`config.mk`:
```
export PLATFORM = sky130hd
export DESIGN_NAME = pass_gate_arbiter
export DESIGN_NICKNAME = d
export VERILOG_FILES = /design/src/rtl/pass_gate_arb_pkg.sv /design/src/rtl/pass_gate_arbiter_rr_picker.sv /design/src/rtl/pass_gate_arbiter.sv
export SDC_FILE = /design/constraint.sdc
export NUM_CORES = 1
export LEC_CHECK = 0
export CAP_MARGIN = 25
export CELL_PAD_IN_SITES_DETAIL_PLACEMENT = 1
export CELL_PAD_IN_SITES_GLOBAL_PLACEMENT = 1
export CORE_UTILIZATION = 49
export CTS_CLUSTER_SIZE = 16
export DETAILED_ROUTE_END_ITERATION = 6
export DONT_BUFFER_PORTS = 1
export GPL_TIMING_DRIVEN = 0
export PLACE_DENSITY_LB_ADDON = 0.1
export SETUP_SLACK_MARGIN = 0.5
export SLEW_MARGIN = 20
export SYNTH_ARGS = -nofsm -noshare
export SYNTH_HDL_FRONTEND = slang
export SYNTH_SLANG_ARGS = --single-unit
```
`constraint.sdc`:
```
create_clock -name clk -period 3.3 [get_ports clk]
set_input_delay 0.165 -clock clk [delete_from_list [all_inputs] [get_ports clk]]
set_output_delay 0.165 -clock clk [all_outputs]
set_load 0.01 [all_outputs]
```
`src/rtl/pass_gate_arb_pkg.sv`:
```
// Shared types and default sizing for the pass-gate line arbiter.
package pass_gate_arb_pkg;
    typedef enum logic [1:0] {IDLE, GRANT, DEAD} state_t;

    localparam int DEF_N_REQ    = 4;
    localparam int DEF_DEAD_CYC = 2;
    localparam int DEF_MAX_HOLD = 16;
endpackage

```
`src/rtl/pass_gate_arbiter_rr_picker.sv`:
```
// Combinational round-robin pick: first eligible requester after last_owner.
module rr_picker #(
    parameter int N_REQ = 4,
    parameter int OW    = 2
) (
    input  logic [N_REQ-1:0] req,
    input  logic [N_REQ-1:0] req_m,
    input  logic [OW-1:0]    last_owner,
    output logic [N_REQ-1:0] pick,
    output logic             valid
);
    logic [N_REQ-1:0] eff;
    logic [OW-1:0]    idx;

    // req_m normally already equals req with blocked requesters cleared
    assign eff = req & req_m;

    always_comb begin
        pick  = '0;
        valid = 1'b0;
        idx   = '0;
        for (int k = 1; k <= N_REQ; k++) begin
            idx = OW'((int'(last_owner) + k) % N_REQ);
            if (!valid && eff[idx]) begin
                pick[idx] = 1'b1;
                valid     = 1'b1;
            end
        end
    end
endmodule

```
`src/rtl/pass_gate_arbiter.sv`:
```
// Break-before-make arbiter for one pass-gate-driven shared line.
// Define PASS_GATE_ARB_TIMEOUT_EN to bound ownership to MAX_HOLD cycles.
module pass_gate_arbiter
    import pass_gate_arb_pkg::*;
#(
    parameter int N_REQ    = DEF_N_REQ,
    parameter int DEAD_CYC = DEF_DEAD_CYC,
    parameter int MAX_HOLD = DEF_MAX_HOLD
) (
    input  logic             clk,
    input  logic             rst,
    input  logic [N_REQ-1:0] req,
    output logic [N_REQ-1:0] gnt,
    output logic [N_REQ-1:0] nmos_en,
    output logic [N_REQ-1:0] pmos_en_n,
    output logic             busy,
    output logic             timeout_err
);
    localparam int OW = $clog2(N_REQ);

    state_t           state_q, state_d;
    logic [N_REQ-1:0] gnt_q, gnt_d;
    logic [OW-1:0]    last_q, last_d;
    logic [3:0]       dead_q, dead_d;
    logic [N_REQ-1:0] req_m, pick;
    logic             pick_vld;
    logic [OW-1:0]    pick_idx;

`ifdef PASS_GATE_ARB_TIMEOUT_EN
    logic [7:0]       hold_q, hold_d;
    logic [N_REQ-1:0] mask_q, mask_d;
    logic             tmo_q, tmo_d;
    assign req_m       = req & ~mask_q;
    assign timeout_err = tmo_q;
`else
    assign req_m       = req;
    assign timeout_err = 1'b0;
`endif

    rr_picker #(.N_REQ(N_REQ), .OW(OW)) u_pick (
        .req        (req),
        .req_m      (req_m),
        .last_owner (last_q),
        .pick       (pick),
        .valid      (pick_vld)
    );

    always_comb begin
        pick_idx = '0;
        for (int i = 0; i < N_REQ; i++)
            if (pick[i]) pick_idx = OW'(i);
    end

    // During GRANT last_q is the current owner
    always_comb begin
        state_d = state_q;
        gnt_d   = gnt_q;
        last_d  = last_q;
        dead_d  = dead_q;
`ifdef PASS_GATE_ARB_TIMEOUT_EN
        hold_d  = hold_q;
        mask_d  = mask_q & req;
        tmo_d   = 1'b0;
`endif
        case (state_q)
            IDLE: if (pick_vld) begin
                state_d = GRANT;
                gnt_d   = pick;
                last_d  = pick_idx;
`ifdef PASS_GATE_ARB_TIMEOUT_EN
                hold_d  = '0;
`endif
            end
            GRANT: begin
                if (!req[last_q]) begin
                    state_d = DEAD;
                    gnt_d   = '0;
                    dead_d  = '0;
                end
`ifdef PASS_GATE_ARB_TIMEOUT_EN
                else if (hold_q == 8'(MAX_HOLD - 1)) begin
                    state_d        = DEAD;
                    gnt_d          = '0;
                    dead_d         = '0;
                    tmo_d          = 1'b1;
                    mask_d[last_q] = 1'b1;
                end else begin
                    hold_d = hold_q + 8'd1;
                end
`endif
            end
            DEAD: begin
                if (dead_q == 4'(DEAD_CYC - 1)) state_d = IDLE;
                else                            dead_d  = dead_q + 4'd1;
            end
            default: state_d = IDLE;
        endcase
    end

    always_ff @(posedge clk) begin
        if (rst) begin
            state_q <= IDLE;
            gnt_q   <= '0;
            last_q  <= OW'(N_REQ - 1);
            dead_q  <= '0;
`ifdef PASS_GATE_ARB_TIMEOUT_EN
            hold_q  <= '0;
            mask_q  <= '0;
            tmo_q   <= 1'b0;
`endif
        end else begin
            state_q <= state_d;
            gnt_q   <= gnt_d;
            last_q  <= last_d;
            dead_q  <= dead_d;
`ifdef PASS_GATE_ARB_TIMEOUT_EN
            hold_q  <= hold_d;
            mask_q  <= mask_d;
            tmo_q   <= tmo_d;
`endif
        end
    end

    assign gnt       = gnt_q;
    assign nmos_en   = gnt_q;
    assign pmos_en_n = ~gnt_q;
    assign busy      = (state_q != IDLE);
endmodule

```
==> Word-level counts from Yosys, hierarchy flattened <==
Index checks and enable logic that the tools add are counted.
{ "totals": {"register_bits": 12, "elab_cells": 86, "ram_bits": 0, "out_inout_bits": 14, "mem_count": 0, "rom_bits": 0, "latch_bits": 0, "in_bits": 6} }
{ "classes": {"n_lt_le_gt_ge": 9, "n_mul": 0, "n_eq_ne": 7, "n_shift": 0, "n_reduce_logical": 18, "div": 0, "n_addsub": 5, "mux": 38, "bitwise_logic": 5} }
{ "ops": {"columns": ["operator", "count"], "rows": [
  ["4-bit two-way mux", 7],
  ["4-bit case mux with 2 select lines", 2],
  ["2-bit by 3-bit < comparator with 1-bit output, second input constant", 5],
  ["1-bit two-way mux", 14],
  ["4-bit OR", 3],
  ["1-bit binary-select mux with 2-bit select", 5],
  ["2-bit two-way mux", 5],
  ["3-bit AND reduction", 3],
  ["1-bit demux with 2-bit select", 4],
  ["2-bit by 1-bit >= comparator with 1-bit output, second input constant", 4],
  ["2-bit inequality test, second input constant", 4],
  ["1-bit logical AND", 7],
  ["2-bit case mux with 3 select lines", 1],
  ["2-bit nonzero test", 3],
  ["2-bit by 1-bit adder with 2-bit output, second input constant", 2],
  ["2-bit adder, second input constant", 2],
  ["4-bit by 1-bit adder with 4-bit output, second input constant", 1],
  ["4-bit AND", 1],
  ["4-bit by 1-bit equality test with 1-bit output, second input constant", 1],
  ["4-bit NOT", 1],
  ["1-bit logical NOT", 3],
  ["2-bit by 1-bit equality test with 1-bit output, second input constant", 1],
  ["2-bit equality test, second input constant", 1],
  ["2-bit logical NOT", 1],
  ["2-bit AND reduction", 1]
]} }

==> Logic depth before layout (Yosys ltp) <==
Gate-level depths: netlist of the first run.
{ "depth": {"word_depth": 16, "depth_mapped": 9, "ltp_nobuf": 7} }

==> Modules after synthesis <==
Synthesis of the first run repeated with hierarchy kept, for this count alone.
{ "hier_totals": {"hier_cells": 134, "area_unflattened_um2": 1129.8} }
{ "modules_own_cells": {"columns": ["module", "area_per_inst_um2", "seq_area_each_um2", "cells_each", "n_inst"], "rows": [
  ["pass_gate_arbiter", 729.4, 240.2, 85, 1],
  ["rr_picker", 400.4, 0.0, 49, 1]
]} }

==> Worst setup path before layout of the first run <==
OpenSTA, ideal clock, no wires.
{ "synth_timing": {"kind": "register to register", "startpoint": "register last_q[0]", "endpoint": "register last_q[0]", "required_ps": 3174, "path_stages_with_launch": 10, "path_buffers": 2, "setup_ps": 126, "setup_slack_ps": 1208, "period_less_slack_ps": 2092, "arrival_time_ps": 1967, "path_cell_list": "dfxtp_1 -> buf_6 -> inv_1 -> ha_1 -> mux4_2 -> buf_4 -> nor4b_4 -> and2_1 -> or2_2 -> o211ai_2"} }
{ "synth_between": {"elab_chain_len": 16, "word_cells_on_any_way": 53, "classes_between": "add/sub: 4; order compare: 8; mux: 27; bitwise: 3; reduce/logical: 11"} }
{ "synth_lines": {"columns": ["item", "line", "rtl"], "rows": [
  ["from (decl)", "pass_gate_arbiter.sv:23", "logic [OW-1:0] last_q, last_d;"],
  ["from (signal assigned)", "pass_gate_arbiter.sv:104", "last_q <= OW'(N_REQ - 1);"],
  ["from (signal assigned)", "pass_gate_arbiter.sv:114", "last_q <= last_d;"],
  ["branches (longest 16 deep; another with 2-bit by 3-bit < comparator with 1-bit output)", null, null]
]} }
Parallel ways; which one is timed is not known. The select of a mux whose other input is x is not followed.
A chain may end at the register's enable or synchronous reset.

==> Worst setup path in the final report of the first run <==
{ "layout_timing": {"startpoint": "register last_q[1]", "endpoint": "register last_q[0]"} }
Same word-level chain as after synthesis.

==> results of run 1 <==
## power by group through the flow
| stage | combinational, W | sequential (W) | clock (W) |
|---|---|---|---|
| final | 0.000506 | 0.000248 | 0.000122 |
| after global routing | 0.000565 | 0.000258 | 0.000131 |
| after CTS | 0.000510 | 0.000249 | 0.000124 |
| after detailed placement | 0.000507 | 0.000251 | 0 |
| after global placement | 0.000490 | 0.000251 | 0 |
| after floorplan | 0.000423 | 0.000239 | 0 |
## per-stage QoR
stage | utilization | instance area (µm²)
after floorplan | - | 947
after global placement | 0.555 | 978
after detailed placement | 0.555 | 978
after CTS | 0.581 | 1020
after global routing | 0.581 | 1020
final | 0.581 | 1020
## kinds of logic (layout without fill, tap and decap cells)
kind of cell / Yosys count / after routing / share of synthesized area
other: 1 / 1 / 0.00396
muxes: 7 / 7 / 0.128
AOI/OAI and AO/OA: 19 / 19 / 0.152
adders and majority gates: 10 / 10 / 0.132
xor gates and xnor gates: 2 / 2 / 0.0185
and+or+nand+nor: 35 / 35 / 0.209
DFF: 12 / 12 / 0.254
buffers and inverters: 18 / 23 / 0.103
## worst reg2reg max path, stage by stage (launching register included)
cell and delay, ps:
dfxtp_1 530, inv_1 180, ha_1 360, mux4_2 410, nor4b_4 390, and2_1 190, or2_2 120, o211ai_2 80
## synth_stat cells (3+ instances only)
library cell  number  area [µm²]
nor3_1             4        20.0
inv_1             10        37.5
ha_1              10         125
a21oi_1            7        35.0
a21oi_2            3        26.3
nand3_1            3        15.0
nor2_1             8        30.0
dfxtp_1           12         240
mux4_2             4        90.1
nand3b_1           3        22.5
nand2_1            8        30.0
buf_4              6        45.0
## sequential cells by signal, indices dropped and copies added, names as in the netlist
register	flops
state_q	2
gnt	4
dead_q	4
last_q	2
## what timing repair did
item                                    CTS  global route
resized for setup                         0             0
endpoints found under the setup margin    0             0
setup buffers                             0             0
hold endpoints to repair                  2             0
hold buffers                              1             0
## per-layer routing
layer	share of wire	up-vias	GRT usage	wire, µm
met5	0	-	0	0
met4	0	0	0.0353	0
met3	0.050	0	0.0873	99
met2	0.49	22	0.375	974
met1	0.46	356	0.281	914
li1	-	363	-	-
## how the worst min path moves through the flow
| stage | startpoint | endpoint | cells past startpoint |
|---|---|---|---|
| after floorplan | rst | gnt[0] | 1 |
| after detailed placement | rst | gnt[0] | 1 |
| after global placement | rst | gnt[0] | 1 |
| after global routing | req[2] | gnt[3] | 3 |
| final | req[2] | gnt[3] | 3 |
| after CTS | req[2] | gnt[3] | 3 |
## layout make-up
cell class	count	area [µm²]
Clock buffer	4	36.3
Sequential cell	12	240
Inverter	10	37.5
Multi-Input combinational cell	74	609
Tap cell	25	31.3
Timing Repair Buffer	1	10.0
Buffer	8	60.1
Fill cell	230	739
==> metrics.cfg, run 1 <==
[cts]
cts_tree = built
cts-root-buf = clkbuf_4
cts.sinks = 12
path_clk_slew_ps = 90
htreeDepth = 1
cts-buffers-inserted = 3
insertion_delay_ps = 280
cts_buffer_depth = 2

[floorplan]
die_w_um = 46.0
initial_core_util = 0.537
die_h_um = 46.0
ios = 20
rows = 15
dieArea_um2 = 2110
core-area_um2 = 1760

[worst_setup_path]
critPathArrivalTime_ps = 2550
worstPathMaxFanout = 8
worstPathRequired_ps = 3470
worstSetupStartpoint = last_q[1]
critPathTopFamily = simple AND/OR/NAND/NOR gates
path_cells = inv_1 > ha_1 > mux4_2 > nor4b_4 > and2_1 > or2_2 > o211ai_2
critPathCapture = last_q[0]
startpoint_type = flip-flop
cp_slowest_cell = dfxtp_1
path_depth = 7
ff2ff_path_depth = 7
r2r-end = last_q[0]
crit_buf_inv = 1
r2r_slack_ps = 920
critPathCaptureType = flip-flop
critPathKind = reg2reg
rr_startpoint = last_q[1]
crit_path_max_incr_delay_ps = 530

[yosys]
yosysSeqAreaShare = 0.254
ys_async_sr_fraction = 0
synth_edf_count = 0
yosysWarnings = 0
synth_area_um2 = 947
ys.flop_type = dfxtp_1
yosysUniqueCellTypes = 34
syn_avg_cell_area_um2 = 9.11
syn_inst = 104
syn_nets = 120
ys_seq_elements = 12

[finish]
areaGrowthSynthToFinish_pct = 8.19
layout.cells.non_filler = 134
layout_commonest_cell = dfxtp_1
layout_common_cells = 12 x dfxtp_1, 10 x inv_1, 10 x ha_1
layout.nets = 126
layout-drive-gt1-share = 0.211
diodes = 0

[placement]
placed_cells = 129
place_ws_ps = 929
portBuffers = 0
gp_congestion = 0.736
hpwlAfterDp_um = 1450

[timing]
post-route-worst-setup-slack_ps = 925
maxSlewHeadroom = 0.386
whs_ps = 239
finalHoldViolCount = 0
finClkSkew_ps = 9.97
max_freq_ghz = 0.421
post-route-period-util = 0.720
period_needed_ps = 2380
setup_tns_ps = 0
rsz0062_at_grt = no
setup-violations-final = 0
final_max_slew_viol_count = 0
tightest_slew_ps = 911

[global_route]
grt_util_all_layers = 0.226
grt_pass1_wl_um = 3290
grt_remaining_overflow = 0
grt_pass1_vias = 704
antenna_found_initial = 0
grt_max_degree = 11

[power_and_ir_drop]
power_w = 0.000876
p_sw_w = 0.000396
cellPowerDensity_nw_per_um2 = 855
ir_worst_vdd_v = 0.000425
intPower_w = 0.000481
switching_share = 0.451
p_clk_frac = 0.139
combPwrFrac = 0.578
seq_power_share = 0.283
p_leak_nw = 0.425

[route]
wl_per_cell_um = 14.8
viasPerCell = 5.53
routed_wl_um = 1990
drt_iter0_markers = 4
drt_pass1_iterations = 3
ant_nets = 0
num_vias = 741
drc_errors = 0

[run_status]
status = completed

[job]
maxCapViolations = 0

[hold_path]
hold_class = in2reg

No activity file was read; power rests on OpenSTA's default activity.
==> run 2, diff against run 1 <==
--- a/config.mk
+++ b/config.mk
@@ -8,7 +8,7 @@
 export CAP_MARGIN = 25
 export CELL_PAD_IN_SITES_DETAIL_PLACEMENT = 1
 export CELL_PAD_IN_SITES_GLOBAL_PLACEMENT = 1
-export CORE_UTILIZATION = 49
+export CORE_UTILIZATION = 41
 export CTS_CLUSTER_SIZE = 16
 export DETAILED_ROUTE_END_ITERATION = 6
 export DONT_BUFFER_PORTS = 1
==> constraint.sdc (replaced) <==
create_clock -name clk -period 2 [get_ports clk]
set_input_delay 0.1 -clock clk [delete_from_list [all_inputs] [get_ports clk]]
set_output_delay 0.1 -clock clk [all_outputs]
set_load 0.01 [all_outputs]
==> metrics.cfg, run 2 (same netlist as run 1, synthesis figures left out) <==
[global_route]
grt_pass1_vias = 836
grt_util_all_layers = 0.213
grt_remaining_overflow = 0
grt_max_degree = 11
antenna_found_initial = 0
grt_pass1_wl_um = 3860

[placement]
hpwlAfterDp_um = 1430
portBuffers = 0
placed_cells = 132
gp_congestion = 0.811

[cts]
cts-buffers-inserted = 3
cts-root-buf = clkbuf_4
htreeDepth = 1
cts_tree = built
cts_buffer_depth = 2
cts.sinks = 12
insertion_delay_ps = 280
path_clk_slew_ps = 80

[floorplan]
ios = 20
initial_core_util = 0.432
core-area_um2 = 2190
die_h_um = 50.1
dieArea_um2 = 2510
die_w_um = 50.1
rows = 17

[worst_setup_path]
r2r-end = last_q[0]
critPathArrivalTime_ps = 2280
ff2ff_path_depth = 9
startpoint_type = flip-flop
worstPathRequired_ps = 2210
r2r_slack_ps = -70
critPathCaptureType = flip-flop
worstPathMaxFanout = 6
rr_startpoint = last_q[0]
critPathKind = reg2reg

[timing]
post-route-period-util = 1.04
setup_tns_ps = -332
setup-violations-final = 6
finalHoldViolCount = 0
maxSlewHeadroom = 0.320
period_needed_ps = 2070
post-route-worst-setup-slack_ps = -74.1
final_max_slew_viol_count = 0
rsz0062_at_grt = yes
whs_ps = 204
tightest_slew_ps = 1010
max_freq_ghz = 0.482
finClkSkew_ps = 1.56

[hold_path]
hold_class = in2reg
holdPathEnd = gnt[2]
hold_depth = 3
min_from = req[2]

[power_and_ir_drop]
cellPowerDensity_nw_per_um2 = 1470
p_leak_nw = 0.503
power_w = 0.00180
ir_worst_vdd_v = 0.000671

[route]
drc_errors = 0
drt_pass1_iterations = 4
routed_wl_um = 2460
drt_iter0_markers = 8
viasPerCell = 5.41
wl_per_cell_um = 16.3
ant_nets = 0
num_vias = 817

[run_status]
violations = negative setup slack
status = complete, but fails checks

[finish]
areaGrowthSynthToFinish_pct = 28.9
layout_commonest_cell = buf_4
diodes = 0
layout.cells.non_filler = 151
layout-drive-gt1-share = 0.415
layout.nets = 140
layout_common_cells = 17 x buf_4, 10 x dfxtp_1, 9 x ha_1

[job]
maxCapViolations = 0

-- run 2: cell count changes in the layout (fill, tap and decap cells not counted), moves of 2 or more --
cell,change
buf_4,+11
dfxtp_4,+2
dfxtp_1,-2
buf_6,+2
a21oi_2,+2
inv_1,-2
a21oi_1,-2
-- run 2: worst max-delay path, cell delays in order, from the launching register on --
cell and delay (ps):
dfxtp_4 360, buf_8 140, inv_8 40, ha_4 250, mux4_2 290, buf_6 150
nor4b_4 320, nand2_1 100, a21o_1 220, o211ai_2 130
-- run 2: timing repair --
| action | 4_1_cts | 5_1_grt |
|---|---|---|
| buffers inserted | 12 | 2 |
| endpoints found under the setup margin | 10 | 12 |
| gates resized for setup | 11 | 5 |
| gates cloned | 0 | 0 |
| hold buffers | 1 | 0 |
| pin swaps | 13 | 3 |
| endpoints found under the hold margin | 2 | 0 |
-- run 2: layout make-up --
class | instances | area, µm²
buffer | 8 | 67.6
fill | 253 | 970
sequential | 12 | 248
clock buffer | 4 | 36.3
tap | 28 | 35.0
inverter | 10 | 45.0
timing repair buffer | 15 | 123
multi-input combinational | 74 | 667
-- run 2: report_power, final --
group,total [W],internal (W),switching [W]
logic,0.00120,0.000604,0.000591
clock network,0.000197,0.000111,0.0000866
registers,0.000406,0.000315,0.0000917
total,0.00180,0.00103,0.000769
-- run 2: worst max path at each step --
| stage | from | to | slack, ps | cells after the start |
|---|---|---|---|---|
| CTS | last_q[0] | last_q[0] | -40 | 9 |
| detailed placement | last_q[0] | gnt[3] | -190 | 9 |
| floorplan | last_q[0] | last_q[0] | -3 | 9 |
| global route | last_q[0] | last_q[0] | -160 | 9 |
| global placement | last_q[0] | gnt[3] | -160 | 9 |
| finish | last_q[0] | last_q[0] | -70 | 9 |
-- run 2: metal layers --
layer  global-route usage  vias up  part of all wire
met5                    0        -                 0
met4               0.0619        0             0.018
met3               0.0833        4             0.050
met2                0.344       25              0.49
met1                0.256      395              0.44
li1                     -      393                 -
-- run 2: through the flow --
step | util | area, µm² | worst slack, ps
after global placement | 0.464 | 1020 | -159
after global routing | 0.557 | 1220 | -163
after CTS | 0.542 | 1190 | -38.2
after floorplan | - | 981 | -3.12
final | 0.557 | 1220 | -74.1
after detailed placement | 0.464 | 1020 | -188
==> run 3, diff against run 2 <==
--- a/config.mk
+++ b/config.mk
@@ -13,7 +13,7 @@
 export DETAILED_ROUTE_END_ITERATION = 6
 export DONT_BUFFER_PORTS = 1
 export GPL_TIMING_DRIVEN = 0
-export PLACE_DENSITY_LB_ADDON = 0.1
+export PLACE_DENSITY = 0.82
 export SETUP_SLACK_MARGIN = 0.5
 export SLEW_MARGIN = 20
 export SYNTH_ARGS = -nofsm -noshare
==> metrics.cfg, run 3 (same netlist as run 1, synthesis figures left out) <==
[run_status]
status = complete, but fails checks
violations = negative setup slack

[route]
drc_errors = 0
drt_pass1_iterations = 6
num_vias = 851
routed_wl_um = 2650
wl_per_cell_um = 17.5
viasPerCell = 5.60
drt_iter0_markers = 19
ant_nets = 0

[timing]
final_max_slew_viol_count = 0
whs_ps = 196
maxSlewHeadroom = 0.348
post-route-period-util = 1.05
finalHoldViolCount = 0
tightest_slew_ps = 967
rsz0062_at_grt = yes
setup-violations-final = 6
finClkSkew_ps = 7.83
max_freq_ghz = 0.478
post-route-worst-setup-slack_ps = -93.8
period_needed_ps = 2090

[power_and_ir_drop]
p_leak_nw = 0.513
ir_worst_vdd_v = 0.000641
cellPowerDensity_nw_per_um2 = 1510
power_w = 0.00187

[worst_setup_path]
critPathKind = reg2reg
worstPathMaxFanout = 6
startpoint_type = flip-flop
critPathArrivalTime_ps = 2300
worstPathRequired_ps = 2210
critPathCaptureType = flip-flop

[global_route]
grt_util_all_layers = 0.223
grt_max_degree = 11
antenna_found_initial = 0
grt_pass1_vias = 884
grt_remaining_overflow = 0
grt_pass1_wl_um = 4120

[cts]
cts_tree = built
cts.sinks = 12
cts-root-buf = clkbuf_4
insertion_delay_ps = 280
cts_buffer_depth = 2
cts-buffers-inserted = 3
path_clk_slew_ps = 80
htreeDepth = 1

[finish]
layout_commonest_cell = buf_4
multiInputGateArea_um2 = 673
diodes = 0
layout.nets = 141
n_fill_cell = 253
ff_latch_area_um2 = 248
layout-drive-gt1-share = 0.419
layout_common_cells = 16 x buf_4, 10 x dfxtp_1, 9 x ha_1
areaGrowthSynthToFinish_pct = 31.2

[hold_path]
hold_class = in2reg

[floorplan]
die_w_um = 50.1
core-area_um2 = 2190
rows = 17
die_h_um = 50.1
dieArea_um2 = 2510
ios = 20
initial_core_util = 0.432

[job]
maxCapViolations = 0

[placement]
gp_congestion = 0.816
portBuffers = 0
hpwlAfterDp_um = 1580
place_ws_ps = -219

[run 3: metal layers]
metal,global-route usage,routed length [µm],vias to the layer above
met5,0,0,-
met4,0.0238,25,0
met3,0.0648,100,4
met2,0.407,1430,27
met1,0.261,1100,426
li1,-,-,394
[run 3: path summary, 6_finish.rpt]
| kind | to | slack (ps) | start | cells after the start |
|---|---|---|---|---|
| min | gnt[1] | 200 | req[2] | 3 |
| min reg2reg | gnt[1] | 570 | gnt[1] | 2 |
| max | last_q[0] | -90 | last_q[0] | 9 |
| max reg2reg | last_q[0] | -90 | last_q[0] | 9 |
[run 3: critical path, cell delays in order (launching register included)]
cell and delay [ps]:
dfxtp_4 360, buf_8 140, inv_8 40, ha_4 260, mux4_2 300, buf_6 140
nor4b_4 320, nand2_1 100, a21o_1 230, o211ai_2 140
[run 3: what timing repair did]
item                                    in CTS  in global routing
hold buffers                                 1                  0
resized for setup                           14                  5
hold endpoints to repair                     2                  0
endpoints found under the setup margin      10                 12
pin swaps                                   15                  4
setup buffers                               12                  3
[run 3: final cells by class]
cell class | instances | area share
multi-input cells | 74 | 0.542
flip-flops and latches | 12 | 0.199
repair buffers | 16 | 0.111
plain buffers | 8 | 0.0544
inverters | 10 | 0.0363
clock buffers | 4 | 0.0292
well taps | 28 | 0.0282
[run 3: power by group]
part           internal, W  switching [W]  leakage (nW)  total (W)
clock             0.000111      0.0000876        0.0210   0.000198
combinational     0.000627       0.000639         0.394    0.00127
sequential        0.000315      0.0000934        0.0986   0.000408
[run 3: metrics by stage]
| stage | std cells | utilization | area [µm²] | TNS (ps) |
|---|---|---|---|---|
| 2_1_floorplan | 104 | - | 981 | -3.12 |
| 3_3_place_gp | 132 | 0.464 | 1020 | -636 |
| 3_5_place_dp | 132 | 0.464 | 1020 | -1110 |
| 4_1_cts | 149 | 0.548 | 1200 | -217 |
| 5_1_grt | 152 | 0.567 | 1240 | -691 |
| 6_report | 152 | 0.567 | 1240 | -300 |
